$ cat config.mk
export PLATFORM = sky130hd
export DESIGN_NAME = register_scoreboard
export DESIGN_NICKNAME = d
export VERILOG_FILES = /design/src/rtl/register_scoreboard.sv
export SDC_FILE = /design/constraint.sdc
export NUM_CORES = 1
export LEC_CHECK = 0
export CORE_MARGIN = 3
export CORE_UTILIZATION = 36
export DETAILED_ROUTE_END_ITERATION = 10
export PLACE_DENSITY = 0.72
export SYNTH_ARGS = -nofsm -noshare
export SYNTH_HDL_FRONTEND = slang
export SYNTH_SLANG_ARGS = --single-unit
$ cat constraint.sdc
create_clock -name clk -period 1.1 [get_ports clk]
set_input_delay 0.165 -clock clk [delete_from_list [all_inputs] [get_ports clk]]
set_output_delay 0.165 -clock clk [all_outputs]
set_load 0.01 [all_outputs]
$ cat src/rtl/register_scoreboard.sv
// rtl/register_scoreboard.sv - in-flight destination tracker for the 5-stage pipeline.
// Status per register reflects the youngest pending producer among EX/MEM/WB slots.
module register_scoreboard #(
  parameter int NREG = 8,
  parameter int RW   = 3,
  parameter int SW   = 3
) (
  input  logic                     clk,
  input  logic                     rst_n,
  input  logic                     issue_we_id,
  input  logic [RW-1:0]            issue_rd_id,
  input  logic                     stall,
  input  logic                     flush,
  input  logic                     hold,
  output logic [NREG-1:0][SW-1:0]  register_invalid,
  output logic [RW-1:0]            ex_rd,
  output logic [RW-1:0]            mem_rd,
  output logic [RW-1:0]            wb_rd,
  output logic                     ex_we,
  output logic                     mem_we,
  output logic                     wb_we
);

  always_ff @(posedge clk or negedge rst_n) begin
    if (!rst_n) begin
      ex_we  <= 1'b0;
      mem_we <= 1'b0;
      wb_we  <= 1'b0;
      ex_rd  <= '0;
      mem_rd <= '0;
      wb_rd  <= '0;
    end else if (!hold) begin
      wb_we <= mem_we;
      wb_rd <= mem_rd;
      // A flush squashes the instruction currently in EX before it reaches MEM.
      if (flush) begin
        mem_we <= 1'b0;
        mem_rd <= '0;
      end else begin
        mem_we <= ex_we;
        mem_rd <= ex_rd;
      end
      if (flush || stall) begin
        ex_we <= 1'b0;
        ex_rd <= '0;
      end else begin
        ex_we <= issue_we_id;
        ex_rd <= issue_rd_id;
      end
    end
  end

  for (genvar r = 0; r < NREG; r++) begin : g_status
    localparam logic [RW-1:0] RIDX = RW'(r);
    assign register_invalid[r] = (ex_we  && ex_rd  == RIDX) ? SW'(3) :
                                 (mem_we && mem_rd == RIDX) ? SW'(2) :
                                 (wb_we  && wb_rd  == RIDX) ? SW'(1) : SW'(0);
  end

endmodule

==> results of run 1 <==
-- cell families after synthesis --
group                  Yosys count
muxes                            3
and+or+nand+nor                 39
buffers and inverters           19
other                            1
AOI/OAI and AO/OA               25
DFF                             12
-- Yosys cell counts --
master	number	area share (%)
nor2_1	1	0.41
buf_8	1	1.6
and4_1	1	0.95
nand4b_1	3	2.8
o21ai_0	1	0.54
or4b_4	1	1.5
nand4_1	1	0.68
inv_1	1	0.41
nand4bb_1	3	3.7
buf_6	1	1.2
a22o_2	1	1.1
nor2b_1	4	2.7
mux2_2	3	3.7
o41ai_1	3	2.8
and4b_1	3	3.3
o31ai_1	10	8.1
buf_2	8	4.3
o21ai_1	7	3.8
conb_1	1	0.41
dfrtp_1	12	33
nor4bb_1	3	3.3
a22o_1	3	2.8
nand2_1	9	3.7
nand2b_1	9	6.1
nor4b_1	1	0.95
buf_4	8	6.5
-- power groups by stage --
stage	Sequential, mW	Combinational (mW)	Clock (mW)
2_1_floorplan	0.514	0.192	0
3_3_place_gp	0.509	0.355	0
3_5_place_dp	0.509	0.364	0
4_1_cts	0.491	0.531	0.362
5_1_grt	0.497	0.630	0.408
6_report	0.495	0.608	0.373
-- layer usage --
layer / GRT usage [%] / share of wire, %
met5: 0 / 0
met4: 12.9 / 4.7
met3: 4.83 / 7.1
met2: 54.6 / 52
met1: 33.0 / 36
-- through the flow --
step | hold WS [ns] | power, mW | instances
floorplan | -0.131 | 0.706 | 106
global placement | 0.478 | 0.863 | 180
detailed placement | 0.478 | 0.873 | 180
CTS | 0.173 | 1.38 | 217
global route | 0.169 | 1.53 | 227
finish | 0.166 | 1.48 | 227
-- critical path: stages (launching register included) --
cell and delay, ns:
dfrtp_2 0.43, buf_6 0.14, buf_6 0.11, nor4bb_4 0.37, o41ai_4 0.11, buf_2 0.15
-- flip-flops by register name, indices dropped and copies added (netlist names) --
signal,cells
mem_rd,3
ex_rd,3
mem_we,1
ex_we,1
wb_we,1
wb_rd,3
-- layout by cell type, fill, tap and decap left out, drive strengths merged --
master / instances
clkbuf: 4
nand4bb: 3
mux2: 3
or4b: 1
nand4b: 3
conb: 8
buf: 99
o31ai: 10
a22o: 4
dfrtp: 12
o41ai: 3
nor4bb: 3
nor4b: 1
inv: 1
and4: 1
nand2b: 9
nor2b: 4
and4b: 3
nand2: 9
clkdlybuf4s50: 8
o21ai: 8
nand4: 1
nor2: 1
-- layout make-up --
class                   instances  area [um^2]  area share [%]
multi-input cells              75          836            37.7
inverters                       1         3.75           0.169
clock buffers                   4         36.3            1.64
flip-flops and latches         12          308            13.9
well taps                      28         35.0            1.58
repair buffers                107          998            45.0
-- worst paths after layout --
path / slack [ns] / cells after the start / to
worst max-delay path: -0.67 / 5 / register_invalid[12]
worst min-delay path: 0.17 / 2 / ex_we$_DFFE_PN0N_
worst max register to register: -0.13 / 4 / wb_rd[0]$_DFFE_PN0N_
worst min register to register: 0.66 / 2 / wb_rd[2]$_DFFE_PN0N_
max in group asynchronous: 0.74 / 2 / mem_we$_DFFE_PN0N_
min in group clk: 0.62 / 3 / ex_rd[1]$_DFFE_PN0N_
-- what timing repair did --
item	in CTS	in global routing
setup buffers	35	17
pin swaps	14	9
gates resized for setup	179	15
endpoints found under the setup margin	28	32
hold endpoints to repair	0	0
==> flow_summary.toml, run 1 <==
[cts]
numCtsBuffers = 3
clock-sinks = 12
h-tree-depth = 1
clockBufferDepth = 2
clk_pin_slew_ns = 0.09
clock_latency_ns = 0.29
cts_tree = "yes"
cts_hold_buf = 0
clock-root-buffer = "clkbuf_4"

[grt]
antenna_found_initial = 0
grt_max_degree = 15
grt_pass1_vias = 1334
grt_pass1_wl_um = 7080
track_usage_pct = 29.7
grt-ovfl-total = 0

[power]
power.switching_mw = 0.470
power.density_mw_per_mm2 = 666
p_leak_nw = 1.02
ir_worst_vdd_mv = 1.22
pwr-share-clk_pct = 25.2
combPwrFrac_pct = 41.2
intPower_mw = 1.01
p_seq_share_pct = 33.6
switching_share_pct = 31.8

[floorplanning]
io_pins = 45
die_area_mm2 = 0.00320
die_h_um = 56.6
rows = 17
die_w_um = 56.6
core_area_mm2 = 0.00232
initial_core_util_pct = 39.8

[routing]
wirelength_um = 5390
dr_total_vias = 1330
via_per_inst = 5.86
wl_per_cell_um = 23.7
drt-initial-drc-count = 85
drtPass1Iterations = 4
drcViolationCount = 0
antenna_left = 0

[synth]
synthCells = 99
synth_area_per_cell_um2 = 9.31
synth_xor_xnor_area_share_pct = 0
ys_types = 26
yosysWarnings = 0
synth_area_um2 = 922
muxShareOfSynthArea_pct = 3.66
yosysSeqAreaShare_pct = 32.6
ys_ff_latch = 12
synthAdderAreaFrac_pct = 0
synth_top_family_by_area = "simple AND/OR/NAND/NOR gates"
synth_compound_area_share_pct = 19.3
synthSimpleGateAreaFrac_pct = 30.0

[setup_path]
worst_ep_required_time_ns = 0.94
crit_path_start = "mem_rd[0]$_DFFE_PN0N_"
worst-endpoint-arrival_ns = 1.60
crit_type = "reg -> out"
critical_path_peak_fanout = 6
cp-end-kind = "primary output"
timing.rr.start = "wb_rd[0]$_DFFE_PN0N_"
startpoint_type = "flip-flop"

[run_status]
violations = "setup timing"
status = "finished with violations"

[sta]
finClkSkew_ns = 0.0136
hold_violations = 0
max_freq_mhz = 566
rsz0062_at_grt = "yes"
finalMaxSlewViolations = 0
period_needed_ns = 1.77
post-route-period-util_pct = 160
finalWorstSetupSlack_ns = -0.665
setup_viol = 33
fin_setup_tns_ns = -11.29

[placement]
place_ws_ns = -0.659
place_area_mm2 = 0.00165
portBuffers = 36
routabilityCongestion = 0.756
dpl.hpwl_um = 2400

[cells_and_area]
finalCoreUtilization_pct = 95.6
fin_area_mm2 = 0.00222
num-nets-final = 209
drive_gt1_share_pct = 74.4
nFillCells = 60
area_growth_pct = 140
diodes = 0

[job]
maxCapViolCount = 0

[worst_hold_path]
hold_path_class = "in -> async"
Note: power is estimated with default switching activity, not from simulation.
==> run 2: changes to the inputs <==
Clock period 1.1 ns to 1.6 ns, I/O delays scaled along.
==> flow_summary.toml, run 2 (synthesis gave the netlist of run 1 again) <==
[routing]
via_per_inst = 5.52
wirelength_um = 3330
antenna_left = 0
drcViolationCount = 0
wl_per_cell_um = 17.2
drtPass1Iterations = 4
dr_total_vias = 1071
drt-initial-drc-count = 45

[sta]
finClkSkew_ns = 0.00660
fin_setup_tns_ns = -1.01
fin_hold_ws_ns = 0.317
period_needed_ns = 1.75
post-route-period-util_pct = 110
setup_viol = 13
finalWorstSetupSlack_ns = -0.154
max_freq_mhz = 570
maxSlewHeadroom_pct = 63.8
worstMarginPinSlew_ns = 0.541
hold_violations = 0
rsz0062_at_grt = "yes"
finalMaxSlewViolations = 0

[setup_path]
timing.rr.start = "mem_rd[0]$_DFFE_PN0N_"
crit_type = "reg -> out"
worst_ep_required_time_ns = 1.36
startpoint_type = "flip-flop"
worst-endpoint-arrival_ns = 1.51
critical_path_peak_fanout = 4
crit_path_start = "mem_rd[2]$_DFFE_PN0N_"
cp-end-kind = "primary output"

[grt]
grt_max_degree = 13
use_met1_pct = 22.8
grt-ovfl-total = 0
met2_usage_pct = 33.5
track_usage_pct = 19.1
antenna_found_initial = 0
grt_pass1_wl_um = 4860
grt_pass1_vias = 1041
grt_busiest_layer = "met2"
grtUsageMet3_pct = 2.76

[cells_and_area]
final_common_cell = "buf_4"
area_growth_pct = 80.2
fin_area_mm2 = 0.00166
instances_no_fill = 194
mostFrequentLayoutCells = "buf_4 (28), buf_2 (16), buf_6 (11)"
num-nets-final = 176
nFillCells = 177
diodes = 0
drive_gt1_share_pct = 52.4
reg_top3 = "ex_rd: 3 flops, mem_rd: 3 flops, wb_rd: 3 flops"
finalCoreUtilization_pct = 71.7

[run_status]
violations = "setup timing"
status = "finished with violations"

[floorplanning]
initial_core_util_pct = 39.8
core_area_mm2 = 0.00232
rows = 17
die_area_mm2 = 0.00320
die_w_um = 56.6
die_h_um = 56.6
io_pins = 45

[cts]
numCtsBuffers = 3
clockBufferDepth = 2
clock-root-buffer = "clkbuf_4"
clk_pin_slew_ns = 0.08
clock_latency_ns = 0.27
clock-sinks = 12
h-tree-depth = 1
cts_tree = "yes"

[placement]
dp_cells = 169
dpl.hpwl_um = 1940
place_ws_ns = -0.288
routabilityCongestion = 0.803
portBuffers = 36
place_area_mm2 = 0.00135

[power]
power_mw = 0.842
ir_worst_vdd_mv = 0.433
power.density_mw_per_mm2 = 506
p_leak_nw = 0.849

[worst_hold_path]
hold_path_class = "in -> async"

[job]
maxCapViolCount = 0
==> run 2: cell count changes in the layout (fill, tap and decap cells not counted), sizes merged <==
cell	change
buf	-44
dlygate4sd2	+6
dlymetal6s2s	+3
clkdlybuf4s50	+2
==> run 2: metal layers <==
layer,vias to the layer above,share of wire (%)
met5,-,0
met4,0,2.2
met3,10,7.2
met2,59,52
met1,516,38
li1,486,-
==> run 2: what timing repair did <==
action / CTS / global route
endpoints found under the setup margin: 24 / 18
gates cloned: 0 / 0
hold endpoints to repair: 0 / 0
hold buffers: 0 / 0
resized for setup: 89 / 33
buffers inserted: 18 / 4
pin swaps: 5 / 10
==> run 2: cell type report <==
type | instances | area, um^2 | share of cell area, %
Clock buffer | 4 | 36.3 | 2.18
Sequential cell | 12 | 305 | 18.4
Inverter | 1 | 8.76 | 0.527
Multi-Input combinational cell | 75 | 672 | 40.4
Timing Repair Buffer | 74 | 604 | 36.4
Tap cell | 28 | 35.0 | 2.11
==> run 2: path summary, 6_finish.rpt <==
kind / cells past startpoint / to / slack [ns]
max in group asynchronous: 1 / mem_we$_DFFE_PN0N_ / 0.90
setup / recovery: 5 / register_invalid[18] / -0.15
hold reg to reg: 3 / wb_we$_DFFE_PN0N_ / 0.62
setup reg to reg: 3 / wb_rd[0]$_DFFE_PN0N_ / 0.46
hold / removal: 1 / wb_rd[2]$_DFFE_PN0N_ / 0.32
min in group clk: 3 / wb_we$_DFFE_PN0N_ / 0.62
==> run 2: power breakdown <==
group          internal, mW  switching, mW
combinational         0.142          0.124
clock                 0.138          0.101
sequential            0.319         0.0173
==> run 2: critical path: stages (launching register included) <==
cell     delay, ns
dfrtp_2       0.44
buf_6         0.13
buf_6         0.12
and4b_1       0.17
o31ai_1       0.22
buf_2         0.16
==> run 3: changes to the inputs <==
Settings changed: CAP_MARGIN from default to 20, GPL_ROUTABILITY_DRIVEN from default to 0, SETUP_SLACK_MARGIN from default to 0.2.
==> flow_summary.toml, run 3 (synthesis gave the netlist of run 1 again) <==
[run_status]
status = "finished with violations"
violations = "setup timing"

[routing]
via_per_inst = 5.56
wl_per_cell_um = 17.6
drt-initial-drc-count = 45
antenna_left = 0
drcViolationCount = 0
wirelength_um = 3500
dr_total_vias = 1106
drtPass1Iterations = 4

[setup_path]
ff2ff_setup_slack_ns = 0.41
crit_type = "reg -> out"
startpoint_type = "flip-flop"
max_stage_delay_ns = 0.48
cp-end-kind = "primary output"
path_cells = "buf_6 > nor4bb_2 > o31ai_1 > buf_2"
critPathSlowestCell = "dfrtp_2"
worstRegToRegCells = 5
critical_path_peak_fanout = 6
timing.rr.start = "ex_rd[1]$_DFFE_PN0N_"
worst-endpoint-arrival_ns = 1.54
r2r_end = "ex_rd[1]$_DFFE_PN0N_"
worst_ep_required_time_ns = 1.36

[floorplanning]
initial_core_util_pct = 39.8
io_pins = 45
die_w_um = 56.6
core_area_mm2 = 0.00232
die_h_um = 56.6
die_area_mm2 = 0.00320
rows = 17

[power]
p_leak_nw = 0.822
p_seq_share_pct = 39.6
pwr-share-clk_pct = 27.7
intPower_mw = 0.615
power.switching_mw = 0.247
ir_worst_vdd_mv = 0.423
power.density_mw_per_mm2 = 507
combPwrFrac_pct = 32.7
switching_share_pct = 28.7

[sta]
worstMarginPinSlew_ns = 0.550
fin_hold_ws_ns = 0.320
finClkSkew_ns = 0.00684
rsz0062_at_grt = "yes"
post-route-period-util_pct = 111
finalMaxSlewViolations = 0
finalWorstSetupSlack_ns = -0.180
setup_viol = 12
maxSlewHeadroom_pct = 63.2
period_needed_ns = 1.78
max_freq_mhz = 562
hold_violations = 0

[cells_and_area]
drive_gt1_share_pct = 56.7
reg_top3 = "ex_rd: 3 flops, mem_rd: 3 flops, wb_rd: 3 flops"
area_growth_pct = 84.4
diodes = 0
fin_area_mm2 = 0.00170
num-nets-final = 181
final_common_cell = "buf_6"
finalCoreUtilization_pct = 73.3
nFillCells = 160
mostFrequentLayoutCells = "buf_6 (26), buf_4 (21), buf_2 (16)"

[cts]
clock-sinks = 12
clockBufferDepth = 2
cts_tree = "yes"
h-tree-depth = 1
numCtsBuffers = 3
clock_latency_ns = 0.27
cts_hold_buf = 0
clk_pin_slew_ns = 0.08
clock-root-buffer = "clkbuf_4"

[grt]
grt_pass1_vias = 1017
grt-ovfl-total = 0
grt_max_degree = 13
antenna_found_initial = 0
grt_busiest_layer = "met2"
met2_usage_pct = 35.6
grtUsageMet3_pct = 3.22
use_met1_pct = 24.9
grt_pass1_wl_um = 5130
track_usage_pct = 20.5

[placement]
place_area_mm2 = 0.00135
portBuffers = 36
dpl.hpwl_um = 1940
place_ws_ns = -0.288

[worst_hold_path]
hold_path_class = "in -> async"

[job]
maxCapViolCount = 0
run 3: metrics by stage:
step / power, mW / TNS [ns] / cells
floorplan: 0.450 / 0 / 106
global placement: 0.540 / -2.62 / 169
detailed placement: 0.543 / -2.96 / 169
CTS: 0.817 / -0.487 / 192
global route: 0.900 / -1.69 / 199
finish: 0.862 / -0.984 / 199
run 3: worst max-delay path: cells and delay by family, from the launching register on:
family | cells | cell delay, ns
DFF | 1 | 0.48
buffers and inverters | 2 | 0.34
AOI/OAI and AO/OA | 1 | 0.27
and+or+nand+nor | 1 | 0.17
run 3: metal layers:
layer  vias up  share of wire, %
met5         -                 0
li1        498                 -
met3        17               6.3
met4         0               4.1
met1       526                39
met2        65                50
run 3: power groups by stage:
stage / Clock (mW) / Combinational, mW / Sequential (mW)
3_5_place_dp: 0 / 0.197 / 0.347
5_1_grt: 0.257 / 0.300 / 0.344
3_3_place_gp: 0 / 0.195 / 0.346
4_1_cts: 0.240 / 0.240 / 0.338
6_report: 0.239 / 0.281 / 0.341
2_1_floorplan: 0 / 0.105 / 0.345
run 3: cell type report:
type | count | area [um^2] | share of cell area, %
Timing Repair Buffer | 79 | 674 | 39.7
Multi-Input combinational cell | 75 | 639 | 37.6
Sequential cell | 12 | 308 | 18.1
Clock buffer | 4 | 36.3 | 2.13
Tap cell | 28 | 35.0 | 2.06
Inverter | 1 | 7.51 | 0.442
run 3: repair_timing:
item	CTS	global route
setup endpoints to repair	28	25
resized for setup	117	36
cloned	1	0
pin swaps	8	3
endpoints found under the hold margin	0	0
buffers inserted	18	7
run 3: worst max-delay path by stage:
stage / from / end / slack (ns) / depth (start not counted)
after CTS: ex_rd[1]$_DFFE_PN0N_ / register_invalid[0] / -0.09 / 3
after global routing: mem_rd[1]$_DFFE_PN0N_ / register_invalid[6] / -0.21 / 4
after global placement: mem_rd[1]$_DFFE_PN0N_ / register_invalid[15] / -0.24 / 3
final: mem_rd[1]$_DFFE_PN0N_ / register_invalid[6] / -0.18 / 4
after detailed placement: mem_rd[1]$_DFFE_PN0N_ / register_invalid[15] / -0.29 / 3
after floorplan: ex_rd[0]$_DFFE_PN0N_ / register_invalid[0] / 0.17 / 3
